### src/rtl/uart_rx_frame_ctrl.sv
// Parses SYNC/ADDR/DATA/CSUM write frames from the UART byte stream and commits
// them into a small register bank, with status pulses, error count and LED.
module uart_rx_frame_ctrl #(
  parameter int         CLK_FREQ       = 50000000,
  parameter int         TIMEOUT_CYCLES = 100000,
  parameter logic [7:0] SYNC_BYTE      = 8'hA5,
  parameter int         NUM_REGS       = 8,
  localparam int        AW             = $clog2(NUM_REGS)
) (
  input  logic          clk,
  input  logic          rst,
  input  logic [7:0]    rx_data,
  input  logic          rx_valid,
  input  logic [AW-1:0] rd_addr,
  output logic [7:0]    rd_data,
  output logic          wr_en,
  output logic [AW-1:0] wr_addr,
  output logic [7:0]    wr_data,
  output logic          frame_ok,
  output logic          frame_err,
  output logic [7:0]    err_count,
  output logic          busy,
  output logic          led
);
  localparam int            TW      = $clog2(TIMEOUT_CYCLES + 1);
  localparam logic [TW-1:0] TO_LAST = TW'(TIMEOUT_CYCLES - 1);

  // CLK_FREQ is informational only; catch nonsensical parameter sets early.
  if (CLK_FREQ <= 0 || TIMEOUT_CYCLES < 2 || NUM_REGS < 2 ||
      (NUM_REGS & (NUM_REGS - 1)) != 0) begin : g_bad_params
    $error("uart_rx_frame_ctrl: invalid parameter set");
  end

  typedef enum logic [1:0] {S_IDLE, S_ADDR, S_DATA, S_CSUM} state_t;

  state_t        state_q, state_d;
  logic [7:0]    addr_q, addr_d;
  logic [7:0]    data_q, data_d;
  logic [TW-1:0] to_cnt_q, to_cnt_d;
  logic          rx_valid_prev_q, rx_valid_prev_d;
  logic [7:0]    bank_q [NUM_REGS];
  logic [7:0]    bank_d [NUM_REGS];
  logic          wr_en_q, wr_en_d;
  logic          frame_ok_q, frame_ok_d;
  logic          frame_err_q, frame_err_d;
  logic [AW-1:0] wr_addr_q, wr_addr_d;
  logic [7:0]    wr_data_q, wr_data_d;
  logic [7:0]    err_count_q, err_count_d;
  logic          led_q, led_d;

  logic accept;
  logic timeout_hit;
  logic frame_good;
  logic err_pulse;

  assign accept      = rx_valid & ~rx_valid_prev_q;
  assign timeout_hit = (to_cnt_q == TO_LAST);
  // rx_data here is the checksum byte; the address must fit the bank with no aliasing.
  assign frame_good  = (rx_data == (addr_q ^ data_q)) && ({24'd0, addr_q} < 32'(NUM_REGS));

  always_comb begin
    state_d         = state_q;
    addr_d          = addr_q;
    data_d          = data_q;
    bank_d          = bank_q;
    rx_valid_prev_d = rx_valid;
    wr_en_d         = 1'b0;
    frame_ok_d      = 1'b0;
    err_pulse       = 1'b0;
    wr_addr_d       = wr_addr_q;
    wr_data_d       = wr_data_q;
    led_d           = led_q;
    err_count_d     = err_count_q;
    to_cnt_d        = (state_q == S_IDLE || accept || timeout_hit) ? '0 : to_cnt_q + TW'(1);

    unique case (state_q)
      S_IDLE: begin
        if (accept && rx_data == SYNC_BYTE) state_d = S_ADDR;
      end
      S_ADDR: begin
        if (accept) begin
          addr_d  = rx_data;
          state_d = S_DATA;
        end else if (timeout_hit) begin
          state_d   = S_IDLE;
          err_pulse = 1'b1;
        end
      end
      S_DATA: begin
        if (accept) begin
          data_d  = rx_data;
          state_d = S_CSUM;
        end else if (timeout_hit) begin
          state_d   = S_IDLE;
          err_pulse = 1'b1;
        end
      end
      S_CSUM: begin
        if (accept) begin
          state_d = S_IDLE;
          if (frame_good) begin
            bank_d[addr_q[AW-1:0]] = data_q;
            wr_en_d    = 1'b1;
            frame_ok_d = 1'b1;
            wr_addr_d  = addr_q[AW-1:0];
            wr_data_d  = data_q;
            led_d      = ~led_q;
          end else begin
            err_pulse = 1'b1;
          end
        end else if (timeout_hit) begin
          state_d   = S_IDLE;
          err_pulse = 1'b1;
        end
      end
      default: state_d = S_IDLE;
    endcase

    frame_err_d = err_pulse;
    if (err_pulse && err_count_q != 8'hFF) err_count_d = err_count_q + 8'd1;
  end

  always_ff @(posedge clk) begin
    if (!rst) begin
      state_q         <= S_IDLE;
      addr_q          <= '0;
      data_q          <= '0;
      to_cnt_q        <= '0;
      rx_valid_prev_q <= 1'b0;
      wr_en_q         <= 1'b0;
      frame_ok_q      <= 1'b0;
      frame_err_q     <= 1'b0;
      wr_addr_q       <= '0;
      wr_data_q       <= '0;
      err_count_q     <= '0;
      led_q           <= 1'b0;
      for (int i = 0; i < NUM_REGS; i++) bank_q[i] <= '0;
    end else begin
      state_q         <= state_d;
      addr_q          <= addr_d;
      data_q          <= data_d;
      to_cnt_q        <= to_cnt_d;
      rx_valid_prev_q <= rx_valid_prev_d;
      wr_en_q         <= wr_en_d;
      frame_ok_q      <= frame_ok_d;
      frame_err_q     <= frame_err_d;
      wr_addr_q       <= wr_addr_d;
      wr_data_q       <= wr_data_d;
      err_count_q     <= err_count_d;
      led_q           <= led_d;
      for (int i = 0; i < NUM_REGS; i++) bank_q[i] <= bank_d[i];
    end
  end

  assign rd_data   = bank_q[rd_addr];
  assign wr_en     = wr_en_q;
  assign wr_addr   = wr_addr_q;
  assign wr_data   = wr_data_q;
  assign frame_ok  = frame_ok_q;
  assign frame_err = frame_err_q;
  assign err_count = err_count_q;
  assign led       = led_q;
  assign busy      = (state_q != S_IDLE);

endmodule
### config.mk
export PLATFORM = sky130hd
export DESIGN_NAME = uart_rx_frame_ctrl
export DESIGN_NICKNAME = d
export VERILOG_FILES = /design/src/rtl/uart_rx_frame_ctrl.sv
export SDC_FILE = /design/constraint.sdc
export NUM_CORES = 1
export LEC_CHECK = 0
export ABC_AREA = 1
export CAP_MARGIN = 20
export CORE_MARGIN = 2
export CORE_UTILIZATION = 31
export CTS_BUF_LIST = sky130_fd_sc_hd__clkbuf_16
export DETAILED_ROUTE_END_ITERATION = 8
export GPL_ROUTABILITY_DRIVEN = 1
export PLACE_DENSITY = 0.56
export SLEW_MARGIN = 20
export SYNTH_ARGS = -nofsm -noshare
export SYNTH_HDL_FRONTEND = slang
export SYNTH_SLANG_ARGS = --single-unit
### constraint.sdc
create_clock -name clk -period 2.01 [get_ports clk]
set_input_delay 0.402 -clock clk [delete_from_list [all_inputs] [get_ports clk]]
set_output_delay 0.402 -clock clk [all_outputs]
set_load 0.01 [all_outputs]
# After elaboration in Yosys (flattened, before gate mapping)
# Cells that the tools add are included.
[op_classes]
addsub = 2
magnitude_cmp = 4
eq_ne = 8
mux = 18
n_bitwise = 7
n_reduce_logical = 14
[op_table]
columns = ["operator", "n"]
rows = [
  ["$bwmux W64", 1],
  ["$bmux W8 S3", 1],
  ["$demux W8 S3", 1],
  ["$mux W8", 3],
  ["$add A17 B1 Y17 const B", 1],
  ["$eq A17 B17 Y1 const B", 1],
  ["$mux W2", 5],
  ["$add A8 B1 Y8 const B", 1],
  ["$eq A8 B8 Y1", 1],
  ["$eq A8 B8 Y1 const B", 1],
  ["$ge A4 B4 Y1 const B", 2],
  ["$lt A8 B4 Y1 const B", 1],
  ["$ne A8 B8 Y1 const B", 1],
  ["$not A3 Y4", 2],
  ["$pmux W2 S4", 1],
  ["$xor A8 B8 Y8", 1],
  ["$reduce_and A3 Y1", 2],
  ["$mux W1", 5],
  ["$eq A2 B2 Y1 const B", 2],
  ["$logic_and A1 B1 Y1", 4],
  ["$lt A4 B1 Y1 const B", 1],
  ["$reduce_and A2 Y1", 2],
  ["$reduce_or A2 Y1", 2],
  ["$not A1 Y1", 3],
  ["7 further kinds", 8],
]
[totals]
ff_bits = 122
in_bits = 14
output_inout_bits = 32
word_cells = 72

# Longest topological paths before layout
# Gate-level depths: netlist (run 1).
[depth]
word_depth = 7
mapped_depth = 14

# Least setup slack after synthesis (run 1)
# No wires, ideal clock.
[synth_timing]
kind = "input to output"
start = "input rd_addr[1]"
end = "output rd_data[0]"
t_arrival_ps = 1429
required_time_ps = 1608
path_slack_ps = 179
stages = 6
path_buffers = 2
cell_sequence = "clkbuf_1 > inv_1 > buf_1 > a21oi_1 > o21ai_0 > a31oi_1"
[synth_via]
elab_chain_len = 4
[synth_lines]
columns = ["element", "line_no", "source"]
rows = [
  ["start, declared", "14", "input logic [AW-1:0] rd_addr,"],
  ["$not A3 Y4 (not written as such)", "155", "assign rd_data = bank_q[rd_addr];"],
  ["$bmux W8 S3", "155", ""],
  ["$mux W8 (not written as such) (2 in a row)", "155", ""],
  ["end, declared", "15", "output logic [7:0] rd_data,"],
]
# No other way between the ends. The select of a mux whose other input is x is not followed.

# Final worst setup path (run 1)
[layout_timing]
start = "input rd_addr[1]"
end = "output rd_data[4]"
# Same word-level chain as after synthesis.

==> results of run 1 <==
-- registers in the layout (all words and copies together) (netlist names) --
signal	cells
bank_q	64
rx_valid_prev_q	1
to_cnt_q	17
frame_err	1
err_count	8
data_q	8
state_q	2
wr_data	8
addr_q	8
wr_addr	3
led	1
frame_ok	1
-- worst max-delay path: stages --
cell                              delay, ns
sky130_fd_sc_hd__dlygate4sd2_1         0.25
sky130_fd_sc_hd__inv_2                 0.08
sky130_fd_sc_hd__buf_6                 0.14
sky130_fd_sc_hd__a21oi_1               0.15
sky130_fd_sc_hd__a221oi_2              0.08
sky130_fd_sc_hd__a31oi_1               0.20
sky130_fd_sc_hd__clkdlybuf4s15_2       0.25
-- final cells by class --
class | count | area, um2
Sequential cell | 122 | 2450
Timing Repair Buffer | 114 | 985
Clock inverter | 14 | 128
Clock buffer | 17 | 425
Fill cell | 1946 | 11100
Tap cell | 234 | 293
Inverter | 131 | 498
Timing Repair inverter | 2 | 15.0
Multi-Input combinational cell | 604 | 2770
-- power breakdown --
group / total [uW] / leakage, uW / switching (uW) / internal, uW
logic: 367 / 0.00243 / 215 / 152
registers: 2440 / 0.000985 / 12.6 / 2430
clock network: 2870 / 0.000251 / 1180 / 1690
-- cell usage in the layout (no fill, tap or decap), types with 5 or more instances in the layout --
| cell type | Yosys | final |
|---|---|---|
| sky130_fd_sc_hd__clkbuf_16 | 0 | 17 |
| sky130_fd_sc_hd__nand2_1 | 224 | 222 |
| sky130_fd_sc_hd__buf_4 | 3 | 61 |
| sky130_fd_sc_hd__a221oi_1 | 8 | 5 |
| sky130_fd_sc_hd__o21ai_0 | 47 | 47 |
| sky130_fd_sc_hd__nand3_1 | 19 | 18 |
| sky130_fd_sc_hd__ha_1 | 6 | 6 |
| sky130_fd_sc_hd__a31oi_1 | 8 | 8 |
| sky130_fd_sc_hd__nor3_1 | 9 | 9 |
| sky130_fd_sc_hd__clkdlybuf4s50_1 | 0 | 28 |
| sky130_fd_sc_hd__buf_2 | 18 | 8 |
| sky130_fd_sc_hd__nor2_1 | 172 | 169 |
| sky130_fd_sc_hd__nor2_2 | 2 | 5 |
| sky130_fd_sc_hd__a211oi_1 | 11 | 11 |
| sky130_fd_sc_hd__dfxtp_1 | 122 | 118 |
| sky130_fd_sc_hd__inv_1 | 129 | 127 |
| sky130_fd_sc_hd__nand4_1 | 21 | 21 |
| sky130_fd_sc_hd__clkinvlp_4 | 0 | 9 |
| sky130_fd_sc_hd__a21oi_1 | 58 | 58 |
-- through the flow --
stage	area, um2	utilization [%]	hold slack [ns]
final	7560	40.6	0.313
after detailed placement	6870	36.8	0.434
after global routing	7560	40.6	0.314
after floorplan	5850	-	0.418
after global placement	6870	36.8	0.428
after CTS	7480	40.1	0.306
-- logic make-up (layout without fill, tap and decap cells) --
family / after synthesis / count (layout) / share of synthesized area [%]
buffers and inverters: 174 / 278 / 11.7
AOI/OAI and AO/OA: 137 / 137 / 13.1
xor gates and xnor gates: 6 / 6 / 0.898
adders and majority gates: 6 / 6 / 1.28
DFF: 122 / 122 / 41.7
and+or+nand+nor: 455 / 455 / 31.2
-- repair_timing --
| item | 4_1_cts | 5_1_grt |
|---|---|---|
| setup buffers | 0 | 5 |
| pin swaps | 3 | 3 |
| setup endpoints to repair | 9 | 90 |
| gates cloned | 3 | 2 |
| hold buffers | 0 | 0 |
| resized for setup | 44 | 26 |
-- layer usage --
metal | up-vias | GRT usage (%)
li1 | 3007 | -
met1 | 2516 | 21.7
met2 | 127 | 26.1
met3 | 25 | 4.08
met4 | 0 | 6.42
met5 | - | 0
-- worst max path at each step --
| stage | startpoint | end | depth (start not counted) |
|---|---|---|---|
| final | rd_addr[1] | rd_data[4] | 7 |
| after global routing | to_cnt_q[0] | to_cnt_q[15] | 9 |
| after CTS | rd_addr[2] | rd_data[4] | 5 |
| after detailed placement | rd_addr[0] | rd_data[2] | 6 |
| after global placement | rd_addr[0] | rd_data[2] | 6 |
| after floorplan | rd_addr[1] | rd_data[0] | 6 |
==> impl_results.html, run 1 <==
<table>
<tr><th>Metric</th><th>Value</th></tr>
<tr><th colspan="2">Run status</th></tr>
<tr><td>Result of the run</td><td>finished clean</td></tr>
<tr><th colspan="2">Final layout</th></tr>
<tr><td>Layout Area Growth over Synthesis</td><td>29.2%</td></tr>
<tr><td>Antenna Diode Count</td><td>0</td></tr>
<tr><td>Nets</td><td>between 1000 and 1500</td></tr>
<tr><td>Post-Layout Cell Count</td><td>approximately 1200</td></tr>
<tr><td>Fraction of final layout cells sized beyond drive strength 1</td><td>a little over an eighth</td></tr>
<tr><th colspan="2">Global route</th></tr>
<tr><td>Number of global-route vias before repair</td><td>approximately 5300</td></tr>
<tr><td>Total overflow reported by the global router</td><td>0</td></tr>
<tr><td>First-pass GRT wire length</td><td>approximately 26000 um</td></tr>
<tr><td>Number of antenna violations at the first check in global routing</td><td>0</td></tr>
<tr><td>All-Layer GR Usage</td><td>around 16%</td></tr>
<tr><td>Maximum number of pins on one net before global-route repair</td><td>between 40 and 50</td></tr>
<tr><th colspan="2">Worst hold path</th></tr>
<tr><td>Capture endpoint of the worst hold path</td><td>err_count[0]</td></tr>
<tr><td>Launch point of the worst hold path</td><td>rst</td></tr>
<tr><td>Worst Hold Path Cells</td><td>3</td></tr>
<tr><td>Type of the most critical hold path</td><td>in -&gt; reg</td></tr>
<tr><th colspan="2">Place</th></tr>
<tr><td>Number of placed instances with taps included</td><td>approximately 1200</td></tr>
<tr><td>Count of buffers inserted at the top-level ports</td><td>between 40 and 50</td></tr>
<tr><td>Worst slack after detailed placement</td><td>-0.631 ns</td></tr>
<tr><td>Final weighted congestion in routability-driven placement</td><td>roughly 0.85</td></tr>
<tr><td>Hpwl dp</td><td>10500 um</td></tr>
<tr><th colspan="2">Timing</th></tr>
<tr><td>Highest attainable clock frequency</td><td>511 MHz</td></tr>
<tr><td>Total count of max-transition violations in the final report</td><td>0</td></tr>
<tr><td>Period minus WS final</td><td>roughly 2.0 ns</td></tr>
<tr><td>Period Utilization, post-route</td><td>a little over nine tenths</td></tr>
<tr><td>Setup WS post-layout</td><td>between 0.05 and 0.06 ns</td></tr>
<tr><td>TNS Setup</td><td>0 ns</td></tr>
<tr><td>Transition time of the tightest slew-check pin</td><td>just under 0.5 ns</td></tr>
<tr><td>Relative slew slack</td><td>around two thirds</td></tr>
<tr><td>Worst Clk Skew</td><td>around 0.013 ns</td></tr>
<tr><td>Hold violation count in the final report</td><td>0</td></tr>
<tr><td>Setup repair after global routing missed its margin</td><td>yes</td></tr>
<tr><td>Count of final setup violators</td><td>0</td></tr>
<tr><th colspan="2">Synth</th></tr>
<tr><td>Leading post-synthesis cells by instance count</td><td>224 x sky130_fd_sc_hd__nand2_1, 172 x sky130_fd_sc_hd__nor2_1, 129 x sky130_fd_sc_hd__inv_1, 122 x sky130_fd_sc_hd__dfxtp_1, 58 x sky130_fd_sc_hd__a21oi_1</td></tr>
<tr><td>Most numerous cell in the Yosys netlist</td><td>sky130_fd_sc_hd__nand2_1</td></tr>
<tr><td>Share of the yosys chip area belonging to registers</td><td>41.7%</td></tr>
<tr><td>Register bit count reported by yosys</td><td>around 120</td></tr>
<tr><td>Fraction of post-synthesis cell area in the top cell type by area</td><td>approximately two fifths</td></tr>
<tr><td>Async set or reset register ratio after synthesis</td><td>0%</td></tr>
<tr><td>Cell type contributing the most total cell area after synthesis</td><td>sky130_fd_sc_hd__dfxtp_1</td></tr>
<tr><td>Leading cell types by total area after synthesis</td><td>sky130_fd_sc_hd__dfxtp_1 42%, sky130_fd_sc_hd__nand2_1 14%, sky130_fd_sc_hd__nor2_1 11%, sky130_fd_sc_hd__inv_1 8.3%, sky130_fd_sc_hd__a21oi_1 5.0%</td></tr>
<tr><td>Dominant register cell in the synthesized netlist</td><td>sky130_fd_sc_hd__dfxtp_1</td></tr>
<tr><td>Post-synth EDFFs</td><td>0</td></tr>
<tr><td>Yosys Warn Count</td><td>0</td></tr>
<tr><td>Post-Synthesis Cells</td><td>900</td></tr>
<tr><td>Summed instance area of the synthesized netlist</td><td>5850 um2</td></tr>
<tr><td>Number of distinct library cells after synthesis</td><td>28</td></tr>
<tr><td>Synthesized netlist net count</td><td>920</td></tr>
<tr><td>Mapped Avg Cell Area</td><td>6.50 um2</td></tr>
<tr><th colspan="2">Job</th></tr>
<tr><td>Number of max-cap violations</td><td>0</td></tr>
<tr><th colspan="2">Critical path</th></tr>
<tr><td>Worst-path fanout max</td><td>8</td></tr>
<tr><td>Data required time of the critical path</td><td>1.61 ns</td></tr>
<tr><td>Signal arrival time at the worst endpoint</td><td>between 1.5 and 2 ns</td></tr>
<tr><td>Category of the critical setup timing path</td><td>in -&gt; out</td></tr>
<tr><td>Terminus of the critical flop-to-flop path</td><td>to_cnt_q[16]</td></tr>
<tr><td>R2r startpoint</td><td>to_cnt_q[0]</td></tr>
<tr><td>Slack of the worst reg-to-reg path</td><td>about 0.24 ns</td></tr>
<tr><td>Crit. End Element</td><td>output port</td></tr>
<tr><td>Number of cells traversed by the worst register-to-register path</td><td>12</td></tr>
<tr><td>Critical path launch point type</td><td>primary input</td></tr>
<tr><th colspan="2">Route</th></tr>
<tr><td>Number of optimization iterations in the first detailed-route pass</td><td>5</td></tr>
<tr><td>Residual DRC count</td><td>0</td></tr>
<tr><td>Post-detailed-route via-to-cell ratio</td><td>between 4 and 5</td></tr>
<tr><td>M1 wire length</td><td>7710 um</td></tr>
<tr><td>Topmost layer with routed signal wires</td><td>met4</td></tr>
<tr><td>DR WL met2</td><td>6970 um</td></tr>
<tr><td>Number of nets still failing antenna checks after routing</td><td>0</td></tr>
<tr><td>Number of DRC violations after detailed-routing iteration 0</td><td>353</td></tr>
<tr><td>Via count</td><td>around 5700</td></tr>
<tr><td>WL met3</td><td>between 700 and 800 um</td></tr>
<tr><td>Routed WL per cell</td><td>12.7 um</td></tr>
<tr><td>Wirelength, routed</td><td>roughly 16000 um</td></tr>
<tr><th colspan="2">Pwr</th></tr>
<tr><td>Static Leak</td><td>0.00366 uW</td></tr>
<tr><td>Post-layout power</td><td>5680 uW</td></tr>
<tr><td>Peak ir drop on the vdd network</td><td>0.673 mV</td></tr>
<tr><td>Cell area power density</td><td>between 700 and 800 nW/um2</td></tr>
<tr><th colspan="2">CTS</th></tr>
<tr><td>H-tree depth reported by CTS</td><td>4</td></tr>
<tr><td>Clock tree from TritonCTS</td><td>done</td></tr>
<tr><td>Buffer depth of the longest clock path</td><td>2</td></tr>
<tr><td>Clock slew seen by the registers of the worst setup and hold paths</td><td>approximately 0.050 ns</td></tr>
<tr><td>Buffer type at the clock tree root</td><td>sky130_fd_sc_hd__clkbuf_16</td></tr>
<tr><td>Latest clock arrival within the worst-skew pair</td><td>~0.42 ns</td></tr>
<tr><td># clock sinks</td><td>around 120</td></tr>
<tr><td>Total clock buffers created by CTS</td><td>17</td></tr>
<tr><th colspan="2">Floorplan</th></tr>
<tr><td>Die width</td><td>approximately 140 um</td></tr>
<tr><td>Die footprint</td><td>approximately 20000 um2</td></tr>
<tr><td>Die Ht</td><td>141 um</td></tr>
<tr><td>Placeable core region</td><td>approximately 19000 um2</td></tr>
<tr><td>IO Pins</td><td>46</td></tr>
<tr><td>Starting density of the core</td><td>between 30% and 40%</td></tr>
<tr><td>Placement row count</td><td>50</td></tr>
</table>
No activity file was read; power rests on OpenSTA's default activity.
==> run 2: changes to the inputs <==
CORE_MARGIN = 3   (was 2)
RECOVER_POWER = 25   (was default)
==> run 2 against run 1 <==
- global-route usage shrank 0.53 points
- sequential share of layout area up 0.25 points
- via count is 3.3% lower
- final cell count fell by 1.6%
- register-to-register slack worse by 0.02 ns
==> impl_results.html, run 2 (synthesis gave the netlist of run 1 again) <==
<table>
<tr><th>Metric</th><th>Value</th></tr>
<tr><th colspan="2">Pwr</th></tr>
<tr><td>Static Leak</td><td>0.00365 uW (-0.30%)</td></tr>
<tr><td>Peak ir drop on the vdd network</td><td>0.630 mV (-6.4%)</td></tr>
<tr><td>Post-layout power</td><td>5690 uW (+0.15%)</td></tr>
<tr><td>Cell area power density</td><td>760 nW/um2 (+1.1%)</td></tr>
<tr><th colspan="2">Route</th></tr>
<tr><td>Number of nets still failing antenna checks after routing</td><td>0 (unchanged)</td></tr>
<tr><td>Number of DRC violations after detailed-routing iteration 0</td><td>311 (-12%)</td></tr>
<tr><td>Routed WL per cell</td><td>12.8 um (+0.49%)</td></tr>
<tr><td>Via count</td><td>5489 (-3.3%)</td></tr>
<tr><td>Residual DRC count</td><td>0 (unchanged)</td></tr>
<tr><td>Number of optimization iterations in the first detailed-route pass</td><td>6 (+1)</td></tr>
<tr><td>Post-detailed-route via-to-cell ratio</td><td>4.51 (-1.7%)</td></tr>
<tr><td>Wirelength, routed</td><td>15600 um (-1.1%)</td></tr>
<tr><th colspan="2">Final layout</th></tr>
<tr><td>Antenna Diode Count</td><td>0 (unchanged)</td></tr>
<tr><td>Number of flip-flops under the largest register name</td><td>64 (unchanged)</td></tr>
<tr><td>Nets</td><td>997 (-1.5%)</td></tr>
<tr><td>Top register by number of flip-flops</td><td>bank_q</td></tr>
<tr><td>Commonest cells after routing, fill and taps aside</td><td>223 x sky130_fd_sc_hd__nand2_1, 171 x sky130_fd_sc_hd__nor2_1, 127 x sky130_fd_sc_hd__inv_1</td></tr>
<tr><td>Most common cell after layout, fill and taps aside</td><td>sky130_fd_sc_hd__nand2_1</td></tr>
<tr><td>Fraction of final layout cells sized beyond drive strength 1</td><td>11.7% (-1.5 points)</td></tr>
<tr><td>Number of fill cells in the layout</td><td>1935 (-0.57%)</td></tr>
<tr><td>Final instance area</td><td>7490 um2 (-0.91%)</td></tr>
<tr><td>Biggest registers after layout</td><td>bank_q: 64 flops, to_cnt_q: 17 flops</td></tr>
<tr><td>Layout Area Growth over Synthesis</td><td>28.0%</td></tr>
<tr><th colspan="2">Critical path</th></tr>
<tr><td>Critical path launch point type</td><td>primary input</td></tr>
<tr><td>R2r startpoint</td><td>to_cnt_q[0]</td></tr>
<tr><td>Slack of the worst reg-to-reg path</td><td>0.22 ns (-0.02 ns)</td></tr>
<tr><td>Category of the critical setup timing path</td><td>in -&gt; out</td></tr>
<tr><td>Terminus of the critical flop-to-flop path</td><td>err_count[6]</td></tr>
<tr><td>Data required time of the critical path</td><td>1.61 ns (about the same)</td></tr>
<tr><td>Number of cells traversed by the worst register-to-register path</td><td>14 (+2)</td></tr>
<tr><td>Signal arrival time at the worst endpoint</td><td>1.52 ns (-0.04 ns)</td></tr>
<tr><td>Crit. End Element</td><td>output port</td></tr>
<tr><td>Worst-path fanout max</td><td>12 (+4)</td></tr>
<tr><th colspan="2">CTS</th></tr>
<tr><td>H-tree depth reported by CTS</td><td>4 (unchanged)</td></tr>
<tr><td>Buffer depth of the longest clock path</td><td>2 (unchanged)</td></tr>
<tr><td>Total clock buffers created by CTS</td><td>17 (unchanged)</td></tr>
<tr><td>Clock slew seen by the registers of the worst setup and hold paths</td><td>0.05 ns (about the same)</td></tr>
<tr><td># clock sinks</td><td>122 (unchanged)</td></tr>
<tr><td>Buffer type at the clock tree root</td><td>sky130_fd_sc_hd__clkbuf_16</td></tr>
<tr><td>Clock tree from TritonCTS</td><td>done</td></tr>
<tr><td>Latest clock arrival within the worst-skew pair</td><td>0.42 ns (about the same)</td></tr>
<tr><td>CTS hold repair buffers</td><td>0 (unchanged)</td></tr>
<tr><th colspan="2">Place</th></tr>
<tr><td>Hpwl dp</td><td>10300 um (-2.3%)</td></tr>
<tr><td>Count of buffers inserted at the top-level ports</td><td>45 (unchanged)</td></tr>
<tr><td>Final weighted congestion in routability-driven placement</td><td>0.814 (-4.7%)</td></tr>
<tr><td>Area after detailed placement</td><td>6810 um2 (-0.78%)</td></tr>
<tr><th colspan="2">Global route</th></tr>
<tr><td>All-Layer GR Usage</td><td>16.0% (-0.53 points)</td></tr>
<tr><td>Met3 track utilization from global routing</td><td>4.26% (+0.18 points)</td></tr>
<tr><td>Met2 track utilization from global routing</td><td>24.5% (-1.6 points)</td></tr>
<tr><td>Met1 Track Usage GR</td><td>21.9% (+0.19 points)</td></tr>
<tr><td>Number of antenna violations at the first check in global routing</td><td>0 (unchanged)</td></tr>
<tr><td>Most congested layer reported by global routing</td><td>met2</td></tr>
<tr><td>Total overflow reported by the global router</td><td>0 (unchanged)</td></tr>
<tr><td>First-pass GRT wire length</td><td>26200 um (+0.32%)</td></tr>
<tr><td>Number of global-route vias before repair</td><td>5183 (-1.8%)</td></tr>
<tr><td>Maximum number of pins on one net before global-route repair</td><td>85 (+98%)</td></tr>
<tr><th colspan="2">Floorplan</th></tr>
<tr><td>Die Ht</td><td>143 um (+1.4%)</td></tr>
<tr><td>Placeable core region</td><td>18300 um2 (-2.0%)</td></tr>
<tr><td>Placement row count</td><td>49 (-2.0%)</td></tr>
<tr><td>Die footprint</td><td>20600 um2 (+2.8%)</td></tr>
<tr><td>IO Pins</td><td>46 (unchanged)</td></tr>
<tr><td>Die width</td><td>143 um (+1.4%)</td></tr>
<tr><td>Starting density of the core</td><td>32.0% (+0.64 points)</td></tr>
<tr><th colspan="2">Timing</th></tr>
<tr><td>Relative slew slack</td><td>59.2% (-8.7 points)</td></tr>
<tr><td>Setup repair after global routing missed its margin</td><td>no</td></tr>
<tr><td>Hold violation count in the final report</td><td>0 (unchanged)</td></tr>
<tr><td>Count of final setup violators</td><td>0 (unchanged)</td></tr>
<tr><td>Worst Clk Skew</td><td>0.0143 ns (+0.000902 ns)</td></tr>
<tr><td>Period Utilization, post-route</td><td>95.8% (-1.7 points)</td></tr>
<tr><td>Total count of max-transition violations in the final report</td><td>0 (unchanged)</td></tr>
<tr><td>TNS Setup</td><td>0 ns (unchanged)</td></tr>
<tr><td>Period minus WS final</td><td>1.92 ns (-0.0334 ns)</td></tr>
<tr><td>Transition time of the tightest slew-check pin</td><td>0.612 ns (+0.131 ns)</td></tr>
<tr><td>Highest attainable clock frequency</td><td>519 MHz (+1.7%)</td></tr>
<tr><th colspan="2">Worst hold path</th></tr>
<tr><td>Capture endpoint of the worst hold path</td><td>addr_q[6]</td></tr>
<tr><td>Launch point of the worst hold path</td><td>rx_data[6]</td></tr>
<tr><td>Type of the most critical hold path</td><td>in -&gt; reg</td></tr>
<tr><td>Worst Hold Path Cells</td><td>3 (unchanged)</td></tr>
<tr><th colspan="2">Run status</th></tr>
<tr><td>Result of the run</td><td>finished clean</td></tr>
<tr><th colspan="2">Job</th></tr>
<tr><td>Number of max-cap violations</td><td>0 (unchanged)</td></tr>
</table>
-- run 2: changes by cell type in the layout (fill, tap and decap cells not counted), sizes merged --
cell / before / now
inv: 131 / 133
clkinvlp: 9 / 5
clkbuf: 20 / 22
dlymetal6s2s: 4 / 3
clkinv: 6 / 7
buf: 75 / 59
clkdlybuf4s50: 28 / 18
dlygate4sd3: 0 / 11
-- run 2: metal layers --
metal | share of wire [%] | vias up
li1 | - | 2968
met1 | 52 | 2425
met2 | 43 | 82
met3 | 4.2 | 14
met4 | 1.3 | 0
met5 | 0 | -
-- run 2: through the flow --
step,utilization (%),worst slack [ns],instances,hold WS (ns)
6_report,41.0,0.0851,1218,0.410
5_1_grt,41.0,0.00731,1218,0.432
4_1_cts,40.9,-0.0895,1216,0.415
3_5_place_dp,37.3,-0.594,1179,0.438
3_3_place_gp,37.3,-0.610,1179,0.433
2_1_floorplan,-,0.179,900,0.418
-- run 2: power breakdown --
part           total, uW  internal [uW]  switching [uW]
clock network       2880           1690            1180
logic                369            153             215
registers           2440           2430            12.4
total               5690           4280            1410
-- run 2: worst max path at each step --
stage                    start          to  depth (start not counted)
global placement    rd_addr[0]  rd_data[4]                          7
finish              rd_addr[1]  rd_data[4]                          8
floorplan           rd_addr[1]  rd_data[0]                          6
global route        state_q[1]        busy                          4
CTS                 rd_addr[0]  rd_data[4]                          7
detailed placement  rd_addr[0]  rd_data[4]                          7
-- run 2: cell type report --
cell class | count | area (um2) | share of cell area (%)
Clock buffer | 17 | 425 | 5.68
Clock inverter | 14 | 124 | 1.65
Inverter | 131 | 495 | 6.61
Multi-Input combinational cell | 604 | 2780 | 37.2
Sequential cell | 122 | 2450 | 32.7
Tap cell | 229 | 287 | 3.82
Timing Repair Buffer | 100 | 925 | 12.3
Timing Repair inverter | 1 | 5.00 | 0.0668
-- run 2: what timing repair did --
action | in CTS | in global routing
gates resized for setup | 42 | 27
hold endpoints to repair | 0 | 0
pin swaps | 7 | 7
setup buffers | 4 | 1
gates cloned | 2 | 1
setup endpoints to repair | 9 | 80
-- run 2: worst max-delay path, cell delays in order --
cell,delay (ns)
sky130_fd_sc_hd__clkdlybuf4s15_1,0.19
sky130_fd_sc_hd__inv_2,0.06
sky130_fd_sc_hd__buf_4,0.13
sky130_fd_sc_hd__buf_12,0.14
sky130_fd_sc_hd__a21oi_1,0.10
sky130_fd_sc_hd__o21ai_1,0.08
sky130_fd_sc_hd__a31oi_1,0.23
sky130_fd_sc_hd__buf_2,0.18
==> run 3: changes to the inputs <==
GPL_ROUTABILITY_DRIVEN = default   (was 1)
SKIP_LAST_GASP = 1   (was default)
==> run 3 against run 2 <==
- the run now ends with setup timing left
- sequential share of layout area grew 0.14 points
- first-iteration DRC count shrank 10%
- non-clock buffer count did not move
- final cell count is the same
- worst setup slack lost 0.093 ns
- largest cell class unchanged
- global-route usage is essentially flat
- worst hold slack worse by 0.0089 ns
==> impl_results.html, run 3 (synthesis gave the netlist of run 1 again) <==
<table>
<tr><th>Metric</th><th>Value</th></tr>
<tr><th colspan="2">Final layout</th></tr>
<tr><td>Antenna Diode Count</td><td>0 (unchanged)</td></tr>
<tr><td>Number of flip-flops under the largest register name</td><td>64 (unchanged)</td></tr>
<tr><td>Post-Layout Cell Count</td><td>1218 (unchanged)</td></tr>
<tr><td>Commonest cells after routing, fill and taps aside</td><td>223 x sky130_fd_sc_hd__nand2_1, 172 x sky130_fd_sc_hd__nor2_1, 127 x sky130_fd_sc_hd__inv_1</td></tr>
<tr><td>Most common cell after layout, fill and taps aside</td><td>sky130_fd_sc_hd__nand2_1</td></tr>
<tr><td>Core occupancy in the finished layout</td><td>40.8% (-0.18 points)</td></tr>
<tr><td>Layout Area Growth over Synthesis</td><td>27.5%</td></tr>
<tr><td>Biggest registers after layout</td><td>bank_q: 64 flops, to_cnt_q: 17 flops</td></tr>
<tr><td>Top register by number of flip-flops</td><td>bank_q</td></tr>
<tr><td>Fraction of final layout cells sized beyond drive strength 1</td><td>11.4% (-0.30 points)</td></tr>
<tr><td>Nets</td><td>997 (unchanged)</td></tr>
<tr><th colspan="2">Floorplan</th></tr>
<tr><td>Die footprint</td><td>20600 um2 (unchanged)</td></tr>
<tr><td>Die Ht</td><td>143 um (unchanged)</td></tr>
<tr><td>Placeable core region</td><td>18300 um2 (unchanged)</td></tr>
<tr><td>IO Pins</td><td>46 (unchanged)</td></tr>
<tr><td>Starting density of the core</td><td>32.0% (unchanged)</td></tr>
<tr><td>Placement row count</td><td>49 (unchanged)</td></tr>
<tr><td>Die width</td><td>143 um (unchanged)</td></tr>
<tr><th colspan="2">Run status</th></tr>
<tr><td>Violated checks</td><td>setup timing</td></tr>
<tr><td>Result of the run</td><td>finished with violations</td></tr>
<tr><th colspan="2">CTS</th></tr>
<tr><td>H-tree depth reported by CTS</td><td>4 (unchanged)</td></tr>
<tr><td>Latest clock arrival within the worst-skew pair</td><td>0.42 ns (about the same)</td></tr>
<tr><td># clock sinks</td><td>122 (unchanged)</td></tr>
<tr><td>Clock slew seen by the registers of the worst setup and hold paths</td><td>0.06 ns (about the same)</td></tr>
<tr><td>Clock tree from TritonCTS</td><td>done</td></tr>
<tr><td>Buffer type at the clock tree root</td><td>sky130_fd_sc_hd__clkbuf_16</td></tr>
<tr><td>CTS hold repair buffers</td><td>0 (unchanged)</td></tr>
<tr><td>Total clock buffers created by CTS</td><td>17 (unchanged)</td></tr>
<tr><td>Buffer depth of the longest clock path</td><td>2 (unchanged)</td></tr>
<tr><th colspan="2">Route</th></tr>
<tr><td>Wirelength, routed</td><td>15600 um (+0.16%)</td></tr>
<tr><td>Routed WL per cell</td><td>12.8 um (+0.16%)</td></tr>
<tr><td>Via count</td><td>5500 (+0.20%)</td></tr>
<tr><td>Number of DRC violations after detailed-routing iteration 0</td><td>279 (-10%)</td></tr>
<tr><td>Number of nets still failing antenna checks after routing</td><td>0 (unchanged)</td></tr>
<tr><td>Residual DRC count</td><td>0 (unchanged)</td></tr>
<tr><td>Number of optimization iterations in the first detailed-route pass</td><td>5 (-1)</td></tr>
<tr><td>Post-detailed-route via-to-cell ratio</td><td>4.52 (+0.20%)</td></tr>
<tr><th colspan="2">Timing</th></tr>
<tr><td>Count of final setup violators</td><td>1 (+1)</td></tr>
<tr><td>Setup WS post-layout</td><td>-0.00793 ns (-0.0930 ns)</td></tr>
<tr><td>Setup repair after global routing missed its margin</td><td>yes</td></tr>
<tr><td>Transition time of the tightest slew-check pin</td><td>0.991 ns (+0.379 ns)</td></tr>
<tr><td>Total count of max-transition violations in the final report</td><td>0 (unchanged)</td></tr>
<tr><td>Relative slew slack</td><td>33.9% (-25 points)</td></tr>
<tr><td>Period minus WS final</td><td>2.02 ns (+0.0930 ns)</td></tr>
<tr><td>Hold violation count in the final report</td><td>0 (unchanged)</td></tr>
<tr><td>Highest attainable clock frequency</td><td>496 MHz (-4.6%)</td></tr>
<tr><td>Period Utilization, post-route</td><td>100% (+4.6 points)</td></tr>
<tr><td>Worst Clk Skew</td><td>0.0160 ns (+0.00171 ns)</td></tr>
<tr><th colspan="2">Worst hold path</th></tr>
<tr><td>Type of the most critical hold path</td><td>in -&gt; reg</td></tr>
<tr><td>Capture endpoint of the worst hold path</td><td>state_q[1]</td></tr>
<tr><td>Launch point of the worst hold path</td><td>rst</td></tr>
<tr><td>Worst Hold Path Cells</td><td>5 (+2)</td></tr>
<tr><th colspan="2">Critical path</th></tr>
<tr><td>Slack of the worst reg-to-reg path</td><td>0.18 ns (-0.04 ns)</td></tr>
<tr><td>Number of cells traversed by the worst register-to-register path</td><td>13 (-1)</td></tr>
<tr><td>Data required time of the critical path</td><td>1.61 ns (about the same)</td></tr>
<tr><td>R2r startpoint</td><td>to_cnt_q[0]</td></tr>
<tr><td>Category of the critical setup timing path</td><td>in -&gt; out</td></tr>
<tr><td>Crit. End Element</td><td>output port</td></tr>
<tr><td>Terminus of the critical flop-to-flop path</td><td>err_count[0]</td></tr>
<tr><td>Signal arrival time at the worst endpoint</td><td>1.62 ns (+0.10 ns)</td></tr>
<tr><td>Critical path launch point type</td><td>primary input</td></tr>
<tr><td>Worst-path fanout max</td><td>12 (unchanged)</td></tr>
<tr><th colspan="2">Pwr</th></tr>
<tr><td>Cell area power density</td><td>762 nW/um2 (+0.31%)</td></tr>
<tr><td>Static Leak</td><td>0.00364 uW (-0.31%)</td></tr>
<tr><td>Post-layout power</td><td>5680 uW (-0.12%)</td></tr>
<tr><td>Peak ir drop on the vdd network</td><td>0.625 mV (-0.75%)</td></tr>
<tr><th colspan="2">Job</th></tr>
<tr><td>Number of max-cap violations</td><td>0 (unchanged)</td></tr>
<tr><th colspan="2">Global route</th></tr>
<tr><td>Total overflow reported by the global router</td><td>0 (unchanged)</td></tr>
<tr><td>All-Layer GR Usage</td><td>15.9% (-0.021 points)</td></tr>
<tr><td>First-pass GRT wire length</td><td>26100 um (-0.21%)</td></tr>
<tr><td>Maximum number of pins on one net before global-route repair</td><td>85 (unchanged)</td></tr>
<tr><td>Number of antenna violations at the first check in global routing</td><td>0 (unchanged)</td></tr>
<tr><td>Number of global-route vias before repair</td><td>5171 (-0.23%)</td></tr>
<tr><th colspan="2">Place</th></tr>
<tr><td>Number of placed instances with taps included</td><td>1179 (unchanged)</td></tr>
<tr><td>Count of buffers inserted at the top-level ports</td><td>45 (unchanged)</td></tr>
<tr><td>Final weighted congestion in routability-driven placement</td><td>0.814 (unchanged)</td></tr>
<tr><td>Hpwl dp</td><td>10300 um (unchanged)</td></tr>
</table>
run 3: worst max-delay path by stage:
stage | from | endpoint | slack [ns] | cells after the start
6_report | rd_addr[1] | rd_data[6] | -0.008 | 7
5_1_grt | rd_addr[1] | rd_data[6] | -0.08 | 7
4_1_cts | rd_addr[0] | rd_data[4] | -0.1 | 7
3_5_place_dp | rd_addr[0] | rd_data[4] | -0.59 | 7
3_3_place_gp | rd_addr[0] | rd_data[4] | -0.61 | 7
2_1_floorplan | rd_addr[1] | rd_data[0] | 0.18 | 6
run 3: cell type report:
class | instances | area (um2)
repair buffers | 100 | 902
well taps | 229 | 287
multi-input cells | 604 | 2770
fillers | 1939 | 10800
clock buffers | 17 | 425
repair inverters | 1 | 5.00
flip-flops and latches | 122 | 2450
clock inverters | 14 | 124
inverters | 131 | 495
run 3: what timing repair did:
item / CTS / global route
gates cloned: 2 / 1
pin swaps: 7 / 8
setup endpoints to repair: 9 / 82
hold endpoints to repair: 0 / 0
gates resized for setup: 38 / 25
buffers inserted: 4 / 1
run 3: where the power goes:
part	internal [uW]	total, uW	leakage [uW]	switching, uW
Clock	1690	2880	0.000263	1180
Combinational	148	361	0.00239	213
Sequential	2430	2440	0.000984	12.4
Total	4270	5680	0.00364	1410
run 3: metal layers:
layer / track usage (%) / wire [um] / vias to the layer above
li1: - / - / 2971
met1: 21.9 / 7920 / 2419
met2: 24.5 / 6730 / 97
met3: 4.26 / 756 / 13
met4: 5.05 / 201 / 0
met5: 0 / 0 / -
run 3: through the flow:
stage	cell area, um2	worst slack [ns]	TNS (ns)	hold WS [ns]
3_3_place_gp	6810	-0.610	-24.33	0.433
4_1_cts	7480	-0.0990	-0.112	0.415
2_1_floorplan	5850	0.179	0	0.418
5_1_grt	7460	-0.0831	-1.04	0.420
3_5_place_dp	6810	-0.594	-25.84	0.438
6_report	7460	-0.00793	-0.00793	0.402
run 3: critical path, cell delays in order:
cell	delay, ns
sky130_fd_sc_hd__dlygate4sd2_1	0.25
sky130_fd_sc_hd__inv_2	0.08
sky130_fd_sc_hd__bufbuf_16	0.28
sky130_fd_sc_hd__a21oi_1	0.05
sky130_fd_sc_hd__a221oi_2	0.26
sky130_fd_sc_hd__a31oi_1	0.06
sky130_fd_sc_hd__clkdlybuf4s15_2	0.23
